<file path="src/rtl/snake_pkg.sv">
// Shared state encoding and default PS/2 scan codes for the Snake game-flow controller.
package snake_pkg;

  typedef enum logic [1:0] {
    ST_BLACK = 2'd0,
    ST_RUN   = 2'd1,
    ST_PAUSE = 2'd2,
    ST_OVER  = 2'd3
  } state_t;

  localparam logic [7:0] KEY_START_DEF  = 8'h1B;
  localparam logic [7:0] KEY_PAUSE_DEF  = 8'h4D;
  localparam logic [7:0] KEY_RESUME_DEF = 8'h2D;
  localparam logic [7:0] KEY_ESC_DEF    = 8'h76;

endpackage

</file>
<file path="src/rtl/snake_tick_gen.sv">
// Programmable down-counter producing a one-cycle pulse every 'period' enabled cycles.
// The period input is sampled only when the counter reloads.
module snake_tick_gen #(
  parameter int DIV_W = 25
) (
  input  logic             clk,
  input  logic             rst,
  input  logic             en,
  input  logic             clr,
  input  logic [DIV_W-1:0] period,
  output logic             pulse
);

  logic [DIV_W-1:0] cnt;

  // cnt==0 means freshly cleared: the first enabled cycle loads period-1 so that
  // the first pulse and every later one are exactly 'period' enabled cycles apart.
  always_ff @(posedge clk) begin
    if (rst || clr) begin
      cnt   <= '0;
      pulse <= 1'b0;
    end else if (en) begin
      pulse <= (cnt == DIV_W'(1));
      if (cnt == '0)
        cnt <= period - DIV_W'(1);
      else if (cnt == DIV_W'(1))
        cnt <= period;
      else
        cnt <= cnt - DIV_W'(1);
    end else begin
      pulse <= 1'b0;
    end
  end

endmodule

</file>
<file path="src/rtl/snake_game_ctrl.sv">
// Snake game-flow controller: BLACK/RUN/PAUSE/OVER Moore FSM with move-tick generation,
// level progression, blink timing and game-over hold-off. All outputs registered.
module snake_game_ctrl
  import snake_pkg::*;
#(
  parameter logic [7:0] KEY_START    = KEY_START_DEF,
  parameter logic [7:0] KEY_PAUSE    = KEY_PAUSE_DEF,
  parameter logic [7:0] KEY_RESUME   = KEY_RESUME_DEF,
  parameter logic [7:0] KEY_ESC      = KEY_ESC_DEF,
  parameter int         DIV_W        = 25,
  parameter int         TICK_BASE    = 2_500_000,
  parameter int         TICK_STEP    = 200_000,
  parameter int         LEVEL_MAX    = 7,
  parameter int         FOOD_PER_LVL = 4,
  parameter int         BLINK_DIV    = 12_500_000,
  parameter int         OVER_HOLD    = 25_000_000,
  localparam int        LVL_W        = $clog2(LEVEL_MAX + 1)
) (
  input  logic             clk,
  input  logic             rst,
  input  logic [7:0]       key_code,
  input  logic             key_valid,
  input  logic             died,
  input  logic             ate,
  output logic             init_snake,
  output logic             move_tick,
  output logic             screen_black,
  output logic             screen_pause,
  output logic             screen_over,
  output logic             blink,
  output logic [LVL_W-1:0] level
);

  localparam int               FOOD_W     = (FOOD_PER_LVL > 1) ? $clog2(FOOD_PER_LVL) : 1;
  localparam logic [FOOD_W-1:0] FOOD_LAST = FOOD_W'(FOOD_PER_LVL - 1);
  localparam logic [LVL_W-1:0]  LVL_TOP   = LVL_W'(LEVEL_MAX);
  localparam logic [DIV_W-1:0]  BLINK_LAST = DIV_W'(BLINK_DIV - 1);
  localparam logic [DIV_W-1:0]  HOLD_LAST  = DIV_W'(OVER_HOLD - 1);

  if (LEVEL_MAX < 1 || FOOD_PER_LVL < 1 || BLINK_DIV < 1 || OVER_HOLD < 1) begin : g_bad_param
    $error("snake_game_ctrl: LEVEL_MAX, FOOD_PER_LVL, BLINK_DIV and OVER_HOLD must be >= 1");
  end
  if (TICK_BASE - LEVEL_MAX * TICK_STEP < 2) begin : g_bad_period
    $error("snake_game_ctrl: TICK_BASE - LEVEL_MAX*TICK_STEP must be at least 2");
  end
  if (longint'(TICK_BASE) >= (longint'(1) << DIV_W)) begin : g_bad_tick_w
    $error("snake_game_ctrl: TICK_BASE does not fit DIV_W bits");
  end
  if (longint'(BLINK_DIV) >= (longint'(1) << DIV_W)) begin : g_bad_blink_w
    $error("snake_game_ctrl: BLINK_DIV does not fit DIV_W bits");
  end
  if (longint'(OVER_HOLD) >= (longint'(1) << DIV_W)) begin : g_bad_hold_w
    $error("snake_game_ctrl: OVER_HOLD does not fit DIV_W bits");
  end

  function automatic logic [DIV_W-1:0] period_for(input logic [LVL_W-1:0] lvl);
    int p;
    p = TICK_BASE - int'(lvl) * TICK_STEP;
    return DIV_W'(p);
  endfunction

  state_t            state;
  state_t            state_nxt;
  logic              restart;
  logic              k_start;
  logic              k_pause;
  logic              k_resume;
  logic              k_esc;
  logic              ate_ok;
  logic              enter_blink;
  logic              blink_on;
  logic              hold_done;
  logic              tick_en;
  logic              tick_clr;
  logic [FOOD_W-1:0] food;
  logic [DIV_W-1:0]  blink_cnt;
  logic [DIV_W-1:0]  hold_cnt;
  logic [DIV_W-1:0]  period;

  assign k_start  = key_valid && (key_code == KEY_START);
  assign k_pause  = key_valid && (key_code == KEY_PAUSE);
  assign k_resume = key_valid && (key_code == KEY_RESUME);
  assign k_esc    = key_valid && (key_code == KEY_ESC);

  assign hold_done = (hold_cnt == HOLD_LAST);

  always_comb begin
    state_nxt = state;
    restart   = 1'b0;
    case (state)
      ST_BLACK: begin
        if (k_start) begin
          state_nxt = ST_RUN;
          restart   = 1'b1;
        end
      end
      ST_RUN: begin
        if (k_esc) begin
          state_nxt = ST_BLACK;
        end else if (died) begin
          state_nxt = ST_OVER;
        end else if (k_start) begin
          state_nxt = ST_RUN;
          restart   = 1'b1;
        end else if (k_pause) begin
          state_nxt = ST_PAUSE;
        end
      end
      ST_PAUSE: begin
        if (k_esc) begin
          state_nxt = ST_BLACK;
        end else if (k_start) begin
          state_nxt = ST_RUN;
          restart   = 1'b1;
        end else if (k_resume) begin
          state_nxt = ST_RUN;
        end
      end
      ST_OVER: begin
        if (k_esc) begin
          state_nxt = ST_BLACK;
        end else if (k_start && hold_done) begin
          state_nxt = ST_RUN;
          restart   = 1'b1;
        end
      end
      default: state_nxt = ST_BLACK;
    endcase
  end

  // A simultaneous died (or ESC/restart) masks the food pulse.
  assign ate_ok = (state == ST_RUN) && ate && !died && !k_esc && !restart;

  assign blink_on    = (state_nxt == ST_PAUSE) || (state_nxt == ST_OVER);
  assign enter_blink = blink_on && (state_nxt != state);

  // Counting only while RUN persists freezes the phase across PAUSE.
  assign tick_en  = (state == ST_RUN) && (state_nxt == ST_RUN);
  assign tick_clr = restart || (state_nxt == ST_BLACK) || (state_nxt == ST_OVER);
  assign period   = period_for(level);

  snake_tick_gen #(
    .DIV_W (DIV_W)
  ) u_tick (
    .clk    (clk),
    .rst    (rst),
    .en     (tick_en),
    .clr    (tick_clr),
    .period (period),
    .pulse  (move_tick)
  );

  always_ff @(posedge clk) begin
    if (rst) begin
      state        <= ST_BLACK;
      screen_black <= 1'b1;
      screen_pause <= 1'b0;
      screen_over  <= 1'b0;
      init_snake   <= 1'b0;
      blink        <= 1'b0;
      blink_cnt    <= '0;
      hold_cnt     <= '0;
      level        <= '0;
      food         <= '0;
    end else begin
      state        <= state_nxt;
      screen_black <= (state_nxt == ST_BLACK);
      screen_pause <= (state_nxt == ST_PAUSE);
      screen_over  <= (state_nxt == ST_OVER);
      init_snake   <= restart;

      if (restart) begin
        level <= '0;
        food  <= '0;
      end else if (ate_ok) begin
        if (food == FOOD_LAST) begin
          food <= '0;
          if (level != LVL_TOP)
            level <= level + LVL_W'(1);
        end else begin
          food <= food + FOOD_W'(1);
        end
      end

      if (!blink_on || enter_blink) begin
        blink_cnt <= '0;
        blink     <= 1'b0;
      end else if (blink_cnt == BLINK_LAST) begin
        blink_cnt <= '0;
        blink     <= ~blink;
      end else begin
        blink_cnt <= blink_cnt + DIV_W'(1);
      end

      if (state_nxt != ST_OVER || state != ST_OVER)
        hold_cnt <= '0;
      else if (!hold_done)
        hold_cnt <= hold_cnt + DIV_W'(1);
    end
  end

endmodule
</file>
<file path="config.mk">
export PLATFORM = sky130hd
export DESIGN_NAME = snake_game_ctrl
export DESIGN_NICKNAME = d
export VERILOG_FILES = /design/src/rtl/snake_pkg.sv /design/src/rtl/snake_tick_gen.sv /design/src/rtl/snake_game_ctrl.sv
export SDC_FILE = /design/constraint.sdc
export NUM_CORES = 1
export LEC_CHECK = 0
export CAP_MARGIN = 0
export CORE_MARGIN = 4
export CORE_UTILIZATION = 30
export CTS_CLUSTER_DIAMETER = 100
export CTS_CLUSTER_SIZE = 12
export DETAILED_ROUTE_END_ITERATION = 7
export GPL_ROUTABILITY_DRIVEN = 0
export GPL_TIMING_DRIVEN = 0
export MAX_ROUTING_LAYER = met4
export SETUP_SLACK_MARGIN = 0.3
export SLEW_MARGIN = 25
export SYNTH_ARGS = -nofsm -noshare
export SYNTH_HDL_FRONTEND = slang
export SYNTH_SLANG_ARGS = --single-unit
export TNS_END_PERCENT = 30
</file>
<file path="constraint.sdc">
create_clock -name clk -period 3 [get_ports clk]
set_input_delay 0.3 -clock clk [delete_from_list [all_inputs] [get_ports clk]]
set_output_delay 0.3 -clock clk [all_outputs]
set_load 0.01 [all_outputs]
</file>
After elaboration in Yosys (flattened, before gate mapping)
Index checks and enable logic that the tools add are counted.
{"block": "totals", "in_bits": 13, "output_inout_bits": 9, "word_cells": 91, "ff_bits": 88}
{"block": "op_classes", "muxes": 21, "addsub": 7, "reduce_logical": 30, "n_eq_ne": 18, "mul": 1, "bitwise_logic": 2}
{"operator": "25-bit by 1-bit adder with 25-bit output (second input constant)", "n": 2}
{"operator": "25-bit 2-to-1 mux", "n": 2}
{"operator": "25-bit by 1-bit == test with 1-bit output (second input constant)", "n": 1}
{"operator": "25-bit by 24-bit == test with 1-bit output (second input constant)", "n": 1}
{"operator": "25-bit == test (second input constant)", "n": 1}
{"operator": "25-bit logical NOT", "n": 1}
{"operator": "25-bit by 1-bit subtractor with 25-bit output (second input constant)", "n": 1}
{"operator": "23-bit by 2-bit subtractor with 24-bit output (second input constant)", "n": 1}
{"operator": "22-bit by 21-bit subtractor with 23-bit output (first input constant)", "n": 1}
{"operator": "2-bit 2-to-1 mux", "n": 11}
{"operator": "8-bit by 7-bit == test with 1-bit output (second input constant)", "n": 2}
{"operator": "3-bit by 12-bit multiplier with 15-bit output (second input constant)", "n": 1}
{"operator": "1-bit logical AND", "n": 11}
{"operator": "2-bit == test (second input constant)", "n": 5}
{"operator": "8-bit by 5-bit == test with 1-bit output (second input constant)", "n": 1}
{"operator": "8-bit by 6-bit == test with 1-bit output (second input constant)", "n": 1}
{"operator": "2-bit case mux with 4 select lines", "n": 1}
{"operator": "2-bit OR reduction", "n": 4}
{"operator": "1-bit logical OR", "n": 6}
{"operator": "1-bit 2-to-1 mux", "n": 6}
{"operator": "2-bit by 1-bit == test with 1-bit output (second input constant)", "n": 2}
{"operator": "1-bit logical NOT", "n": 4}
{"operator": "2-bit logical NOT", "n": 2}
{"operator": "2-bit != test (second input constant)", "n": 2}
{"operator": "8 further kinds", "n": 9}

Logic depth before layout (Yosys ltp)
Gate-level depths: netlist of run 1.
{"block": "depth", "depth_word": 12, "mapped_depth": 12, "depth_no_buf": 12}

Cells and area by module
From an unflattened synthesis of run 1, not the netlist that was laid out.
{"block": "unflattened", "cells_unflattened": 761, "area_unflattened_um2": 6120.9}
{"mod": "snake_game_ctrl", "n_inst": 1, "area_each_um2": 3631.0, "cells_per_inst": 401, "seq_area_each_um2": 1241.2}
{"mod": "snake_tick_gen", "n_inst": 1, "area_each_um2": 2489.9, "cells_per_inst": 360, "seq_area_each_um2": 520.5}

Worst setup path before layout of run 1
OpenSTA, ideal clock, no wires.
{"block": "synth_path", "path_type": "reg2reg", "from": "register level[0]", "to": "register u_tick.cnt[18]", "n_path_buf": 0, "path_stages_with_launch": 12, "required_time_ns": 2.880, "setup_ns": 0.120, "arrival_time_ns": 2.658, "slack_ns": 0.222, "path_cell_list": "dfxtp_1 > inv_1 > ha_1 > inv_1 > ha_1 > and3_1 > or3_1 > o211a_1 > nor3b_1 > mux2i_1 > a21o_1 > a21oi_1"}
{"block": "synth_between", "elab_chain_cells": 4, "word_cells_on_any_way": 5, "cone_classes": "add/sub (2); mul (1); mux (2)"}
{"element": "start: declaration", "line": "snake_game_ctrl.sv:31", "source": "output logic [LVL_W-1:0] level"}
{"element": "start signal: assignment", "line": "snake_game_ctrl.sv:179", "source": "level <= level + LVL_W'(1);"}
{"element": "3-bit by 12-bit multiplier with 15-bit output *", "line": "snake_game_ctrl.sv:58", "source": "p = TICK_BASE - int'(lvl) * TICK_STEP;"}
{"element": "22-bit by 21-bit subtractor with 23-bit output *", "line": "snake_game_ctrl.sv:58"}
{"element": "23-bit by 2-bit subtractor with 24-bit output / 25-bit 2-to-1 mux (equally long branches)", "line": "snake_tick_gen.sv:25, snake_tick_gen.sv:26"}
{"element": "25-bit 2-to-1 mux *", "line": "snake_tick_gen.sv:24", "source": "if (cnt == '0)"}
{"element": "end signal: assignment", "line": "snake_tick_gen.sv:25", "source": "cnt <= period - DIV_W'(1);"}
{"element": "end signal: assignment", "line": "snake_tick_gen.sv:27", "source": "cnt <= period;"}
{"element": "end signal: assignment", "line": "snake_tick_gen.sv:29", "source": "cnt <= cnt - DIV_W'(1);"}
{"element": "end: declaration", "line": "snake_tick_gen.sv:14", "source": "logic [DIV_W-1:0] cnt;"}
Every way passes the cells marked *; elsewhere a longest branch is shown, timed or not.
A chain may end at the register's enable or synchronous reset.

Worst setup path after layout of run 1
{"block": "layout_path", "from": "input key_code[4]", "to": "register hold_cnt[2]"}
{"block": "layout_between", "elab_chain_cells": 10, "word_cells_on_any_way": 23, "cone_classes": "eq/ne (5); mux (11); reduce/logical (7)"}
{"element": "start: declaration", "line": "snake_game_ctrl.sv:21", "source": "input logic [7:0] key_code,"}
{"element": "8-bit by 7-bit == test with 1-bit output", "line": "snake_game_ctrl.sv:81", "source": "assign k_pause = key_valid && (key_code == KEY_PAUSE);"}
{"element": "1-bit logical AND", "line": "snake_game_ctrl.sv:81"}
{"element": "2-bit 2-to-1 mux", "line": "snake_game_ctrl.sv:105", "source": "end else if (k_pause) begin"}
{"element": "2-bit 2-to-1 mux", "line": "snake_game_ctrl.sv:102", "source": "end else if (k_start) begin"}
{"element": "2-bit 2-to-1 mux", "line": "snake_game_ctrl.sv:100", "source": "end else if (died) begin"}
{"element": "2-bit 2-to-1 mux", "line": "snake_game_ctrl.sv:98", "source": "if (k_esc) begin"}
{"element": "2-bit case mux with 4 select lines *", "line": "snake_game_ctrl.sv:90", "source": "case (state)"}
{"element": "2-bit != test *", "line": "snake_game_ctrl.sv:195", "source": "if (state_nxt != ST_OVER || state != ST_OVER)"}
{"element": "1-bit logical OR *", "line": "snake_game_ctrl.sv:195"}
{"element": "2-bit OR reduction (no source line) *"}
{"element": "end signal: assignment", "line": "snake_game_ctrl.sv:198", "source": "hold_cnt <= hold_cnt + DIV_W'(1);"}
{"element": "end: declaration", "line": "snake_game_ctrl.sv:77", "source": "logic [DIV_W-1:0] hold_cnt;"}
Marked as above.

==> flow_summary.ini, run 1 <==
[run_status]
status = finished, final reports clean

[timing]
setup_viol = 0
setup_tns_ps = 0
drv_slew = 0
rsz0062_at_grt = yes
whs_ps = 441.9
max_freq_mhz = 386.7
slew_headroom_pct = 61.80
finalHoldViolCount = 0
clock_skew_ps = 9.005
min_period_over_period_pct = 86.20
fin_ws_ps = 413.9
fin_crit_ps = 2586
worstMarginPinSlew_ps = 573.0

[power_and_ir_drop]
swShare_pct = 21.31
clkPwrFrac_pct = 46.5
p_comb_share_pct = 1.6
p_int_mw = 1.768
p_total_mw = 2.246
p_seq_share_pct = 51.9
peakVddDrop_v = 0.0003123
power_density_nw_per_um2 = 384.1
switchingPower_uw = 478.6
p_leak_nw = 2.001

[layout]
most-common-layout-cells = 107 x nor2_1, 85 x dfxtp_1, 43 x nand2_1, 33 x xor2_1, 32 x nand3_1
syn_to_final_growth_pct = 22.77
multiInputGateArea_sq_um = 3045
register_area_sq_um = 1770
final_util_pct = 38.05
drive_gt1_share_pct = 12.69
stdcell_count = 857
diodes = 0
layout_commonest_cell = nor2_1
fill_cells = 1581
design_area_sq_um = 5848
nets = 671

[yosys]
synth_edf_count = 0
synth_nets = 624
synth.distinct_cells = 59
syn_avg_cell_area_sq_um = 8.006
syn-cell-area_sq_um = 4763
synth_warnings = 0
synthCells = 595
async_flop_share_pct = 0
synthFlopType = dfxtp_1
ys_seq_area_share_pct = 36.98
synth-seq-cells = 88

[floorplanning]
start_util_pct = 30.99
core_sq_um = 15370
ios = 22
dieArea_sq_um = 17960
die_h_um = 134.0
num_rows = 45
fp.dieW_um = 134.0

[detailed_routing]
drt_wl_total_mm = 11.37
vias = 4204
detail_route.wl_per_cell_um = 13.27
antenna_left = 0
drtIter0Drc = 246
first_pass_iters = 4
drc = 0
vias_per_cell = 4.905

[worst_setup_path]
crit_path_start_kind = input port
criticalPathCategory = input port to register
crit_arrival_ps = 2840
cp_max_fo = 6
worstPathRequired_ps = 3260
endpoint_kind = register

[cts]
clkLatencyLatePin_ps = 340
cts_sinks = 88
cts_tree = yes
numCtsBuffers = 9
path_clk_slew_ps = 60
h-tree-depth = 3
cts_root_buffer = clkbuf_16
cts.path.max_buffers = 2

[placement]
dp.cells = 827
numPortBuffers = 21
pre_cts_slack_ps = -330.8
placed_area_sq_um = 5240
dp_hpwl_mm = 8.082

[global_routing]
grt_remaining_overflow = 0
grt_max_degree = 15
grt_usage_pct = 13.22
grt_pass1_vias = 3974
antenna_found_initial = 0
grt_pass1_wl_mm = 19.16

[worst_hold_path]
hold_class = register to register

[job]
max-cap-violations = 0
[layout make-up]
| class | count | area share (%) |
|---|---|---|
| timing repair buffer | 36 | 5.520 |
| multi-input combinational | 469 | 52.08 |
| inverter | 18 | 1.220 |
| buffer | 20 | 1.754 |
| tap | 211 | 4.514 |
| clock inverter | 4 | 0.4921 |
| sequential | 88 | 30.27 |
| clock buffer | 11 | 4.151 |
[Yosys cell counts, types with 5 or more instances]
| library cell | instances | share of area [%] |
|---|---|---|
| ha_1 | 16 | 4.2 |
| nor4_1 | 10 | 1.3 |
| or3_1 | 7 | 0.92 |
| a31oi_1 | 6 | 0.79 |
| nor3_1 | 21 | 2.2 |
| xnor2_1 | 29 | 5.3 |
| nand4_1 | 11 | 1.4 |
| a211oi_1 | 9 | 1.4 |
| inv_1 | 18 | 1.4 |
| nor2_1 | 108 | 8.5 |
| xor2_1 | 33 | 6.1 |
| a21oi_1 | 27 | 2.8 |
| nand3_1 | 32 | 3.4 |
| o21ai_0 | 25 | 2.6 |
| nand2_1 | 44 | 3.5 |
| clkbuf_1 | 15 | 1.2 |
| o22ai_1 | 5 | 0.66 |
| dfxtp_1 | 88 | 37 |
| o211ai_1 | 7 | 1.1 |
| and3_1 | 11 | 1.4 |
| nor3b_1 | 5 | 0.79 |
[worst max-delay path: stages]
cell             delay [ps]
clkdlybuf4s50_1         440
nand4bb_4               260
or4b_2                  660
o211ai_1                220
nand2_2                 140
nor2_2                  150
nand4_1                 270
buf_4                   240
nor3b_1                 160
[worst paths after layout]
| path | start | to | slack [ps] | depth (start not counted) |
|---|---|---|---|---|
| min | blink_cnt[0]$_SDFF_PP0_ | blink_cnt[0]$_SDFF_PP0_ | 440 | 1 |
| max reg2reg | u_tick.cnt[2]$_SDFFE_PP0P_ | u_tick.cnt[22]$_SDFFE_PP0P_ | 420 | 6 |
| max | key_code[4] | hold_cnt[2]$_SDFFE_PP0P_ | 410 | 9 |
| min reg2reg | blink_cnt[0]$_SDFF_PP0_ | blink_cnt[0]$_SDFF_PP0_ | 440 | 1 |
[layer usage]
layer | up-vias | routed length (um) | GRT usage [%]
met4 | 0 | 92 | 5.086
met3 | 4 | 281 | 2.213
met1 | 1952 | 5949 | 18.52
met2 | 50 | 5048 | 19.01
met5 | - | 0 | -
li1 | 2198 | - | -
[power groups by stage]
stage,clock [mW],combinational (mW),sequential (mW)
3_5_place_dp,0,0.0323,1.19
2_1_floorplan,0,0.00923,1.19
5_1_grt,1.11,0.0387,1.17
4_1_cts,1.06,0.0327,1.17
3_3_place_gp,0,0.0320,1.19
6_report,1.04,0.0356,1.17
[cell families after synthesis]
logic type	Yosys count	synth area share, %
and+or+nand+nor	286	29.97
muxes	4	0.8406
AOI/OAI and AO/OA	101	13.48
adders and majority gates	16	4.203
xor gates and xnor gates	62	11.40
DFF	88	36.98
buffers and inverters	38	3.126
[registers in the layout, summed over array words and instances, names as in the netlist, 2 cells and up]
signal	count
state	2
hold_cnt	25
food	2
level	3
blink_cnt	25
u_tick.cnt	25
[timing repair]
action / 4_1_cts / 5_1_grt
pin swaps: 1 / 13
hold buffers: 0 / 0
gates resized for setup: 17 / 43
buffers inserted: 4 / 11
endpoints found under the setup margin: 66 / 65
(Power assumes the default switching activity.)
==> run 2, diff against run 1 <==
--- a/config.mk
+++ b/config.mk
@@ -8,14 +8,13 @@
 export CAP_MARGIN = 0
 export CORE_MARGIN = 4
 export CORE_UTILIZATION = 30
-export CTS_CLUSTER_DIAMETER = 100
 export CTS_CLUSTER_SIZE = 12
 export DETAILED_ROUTE_END_ITERATION = 7
 export GPL_ROUTABILITY_DRIVEN = 0
 export GPL_TIMING_DRIVEN = 0
 export MAX_ROUTING_LAYER = met4
 export SETUP_SLACK_MARGIN = 0.3
-export SLEW_MARGIN = 25
+export SLEW_MARGIN = 30
 export SYNTH_ARGS = -nofsm -noshare
 export SYNTH_HDL_FRONTEND = slang
 export SYNTH_SLANG_ARGS = --single-unit
==> results of run 2 <==
No change in the layout: final DEF, timing and power equal those of run 1.
==> run 3, diff against run 2 <==
==> constraint.sdc (replaced) <==
create_clock -name clk -period 3.09 [get_ports clk]
set_input_delay 0.309 -clock clk [delete_from_list [all_inputs] [get_ports clk]]
set_output_delay 0.309 -clock clk [all_outputs]
set_load 0.01 [all_outputs]
==> flow_summary.ini, run 3 (synthesis results as in run 1) <==
[worst_setup_path]
worstPathCellList = or4_4, nor3b_1, o211ai_1, clkbuf_1, a21oi_1, a31oi_1, o22ai_1, nor2_1
crit_arrival_ps = 2870
worstPathRequired_ps = 3310
worstRegToRegCells = 8
crit_path_start_kind = register
critPathMaxStageDelay_ps = 560
cp_max_fo = 10
crit_slowest_cell = or4_4
criticalPathCategory = register to register
endpoint_kind = register

[layout]
most-common-layout-cells = 107 x nor2_1, 85 x dfxtp_1, 43 x nand2_1, 33 x xor2_1, 32 x nand3_1
syn_to_final_growth_pct = 20.78
fill_cells = 1580
diodes = 0
drive_gt1_share_pct = 10.14
stdcell_count = 852
nets = 665
top_regs = blink_cnt x25, hold_cnt x25, u_tick.cnt x25
layout_commonest_cell = nor2_1

[power_and_ir_drop]
p_leak_nw = 1.952
power_density_nw_per_um2 = 402.0
peakVddDrop_v = 0.0003332
p_total_mw = 2.312

[cts]
cts_root_buffer = clkbuf_16
cts_sinks = 88
path_clk_slew_ps = 70
h-tree-depth = 3
clkLatencyLatePin_ps = 340
cts_tree = yes
cts.path.max_buffers = 2
numCtsBuffers = 9

[detailed_routing]
antenna_left = 0
drtIter0Drc = 203
drc = 0
vias_per_cell = 4.885
detail_route.wl_per_cell_um = 13.11
first_pass_iters = 5
vias = 4162
drt_wl_total_mm = 11.17

[floorplanning]
dieArea_sq_um = 17960
fp.dieW_um = 134.0
ios = 22
num_rows = 45
core_sq_um = 15370
die_h_um = 134.0
start_util_pct = 30.99

[timing]
fin_crit_ps = 2650
slew_headroom_pct = 57.15
worstMarginPinSlew_ps = 636.9
max_freq_mhz = 377.4
drv_slew = 0
min_period_over_period_pct = 85.76
rsz0062_at_grt = yes
finalHoldViolCount = 0
setup_viol = 0
clock_skew_ps = 11.06

[placement]
dp_hpwl_mm = 7.977
dp.cells = 827
numPortBuffers = 21

[job]
max-cap-violations = 0

[global_routing]
grt_usage_pct = 12.91
grt_pass1_vias = 3836
grt_pass1_wl_mm = 18.75
grt_remaining_overflow = 0
grt_max_degree = 17
antenna_found_initial = 0

[worst_hold_path]
hold_class = register to register
min_path_cells = 1

[run_status]
status = finished, final reports clean
[run 3: changes by cell type in the layout (fill, tap and decap cells not counted), moves of 2 or more]
| cell | delta |
|---|---|
| buf_4 | -4 |
| o21ai_1 | +4 |
| clkbuf_2 | -3 |
| clkbuf_1 | +2 |
| clkbuf_4 | -2 |
| clkinv_4 | +2 |
| ha_1 | +2 |
| o21ai_0 | -2 |
| o21ai_2 | -2 |
[run 3: final cells by class]
| cell class | instances | area [sq um] | share of cell area [%] |
|---|---|---|---|
| buffer | 20 | 92.59 | 1.609 |
| clock buffer | 10 | 239.0 | 4.154 |
| clock inverter | 6 | 75.07 | 1.305 |
| inverter | 18 | 71.32 | 1.240 |
| multi-input combinational | 469 | 2963 | 51.50 |
| sequential | 88 | 1770 | 30.77 |
| tap | 211 | 264.0 | 4.589 |
| timing repair buffer | 30 | 277.8 | 4.828 |
[run 3: worst paths after layout]
path,start,endpoint,slack (ps)
worst min register to register,blink_cnt[0]$_SDFF_PP0_,blink_cnt[0]$_SDFF_PP0_,450
worst min-delay path,blink_cnt[0]$_SDFF_PP0_,blink_cnt[0]$_SDFF_PP0_,450
worst max register to register,u_tick.cnt[2]$_SDFFE_PP0P_,u_tick.cnt[11]$_SDFFE_PP0P_,440
worst max-delay path,u_tick.cnt[2]$_SDFFE_PP0P_,u_tick.cnt[11]$_SDFFE_PP0P_,440
[run 3: layer usage]
metal	routed length, um	global-route usage [%]
met1	5806	18.25
met2	4874	19.01
met3	374	2.176
met4	112	3.657
met5	0	-
[run 3: worst max-delay path, delay by kind of cell (launching register included)]
kind / cells / cell delay, ps
and+or+nand+nor: 3 / 1050
AOI/OAI and AO/OA: 4 / 790
DFF: 1 / 360
buffers and inverters: 1 / 330
[run 3: metrics by stage]
stage	hold WS [ps]	area [sq um]	setup TNS (ps)	setup WS, ps	util, %
after global routing	470.9	5753	0	239.0	37.43
final	446.0	5753	0	440.0	37.43
after floorplan	380.9	4763	0	312.4	-
after global placement	429.9	5238	-1895	-136.4	34.07
after CTS	451.0	5609	0	285.9	36.49
after detailed placement	439.5	5238	-2271	-151.5	34.07
[run 3: report_power, final]
part	total, mW	leakage [nW]	internal, mW	switching, mW
logic	0.0315	1.09	0.0184	0.0131
clock network	1.15	0.151	0.661	0.489
registers	1.13	0.711	1.13	0.0000686
[run 3: what timing repair did]
action,CTS,global route
endpoints found under the setup margin,26,45
buffers inserted,0,9
pin swaps,0,5
hold buffers,0,0
resized for setup,13,34
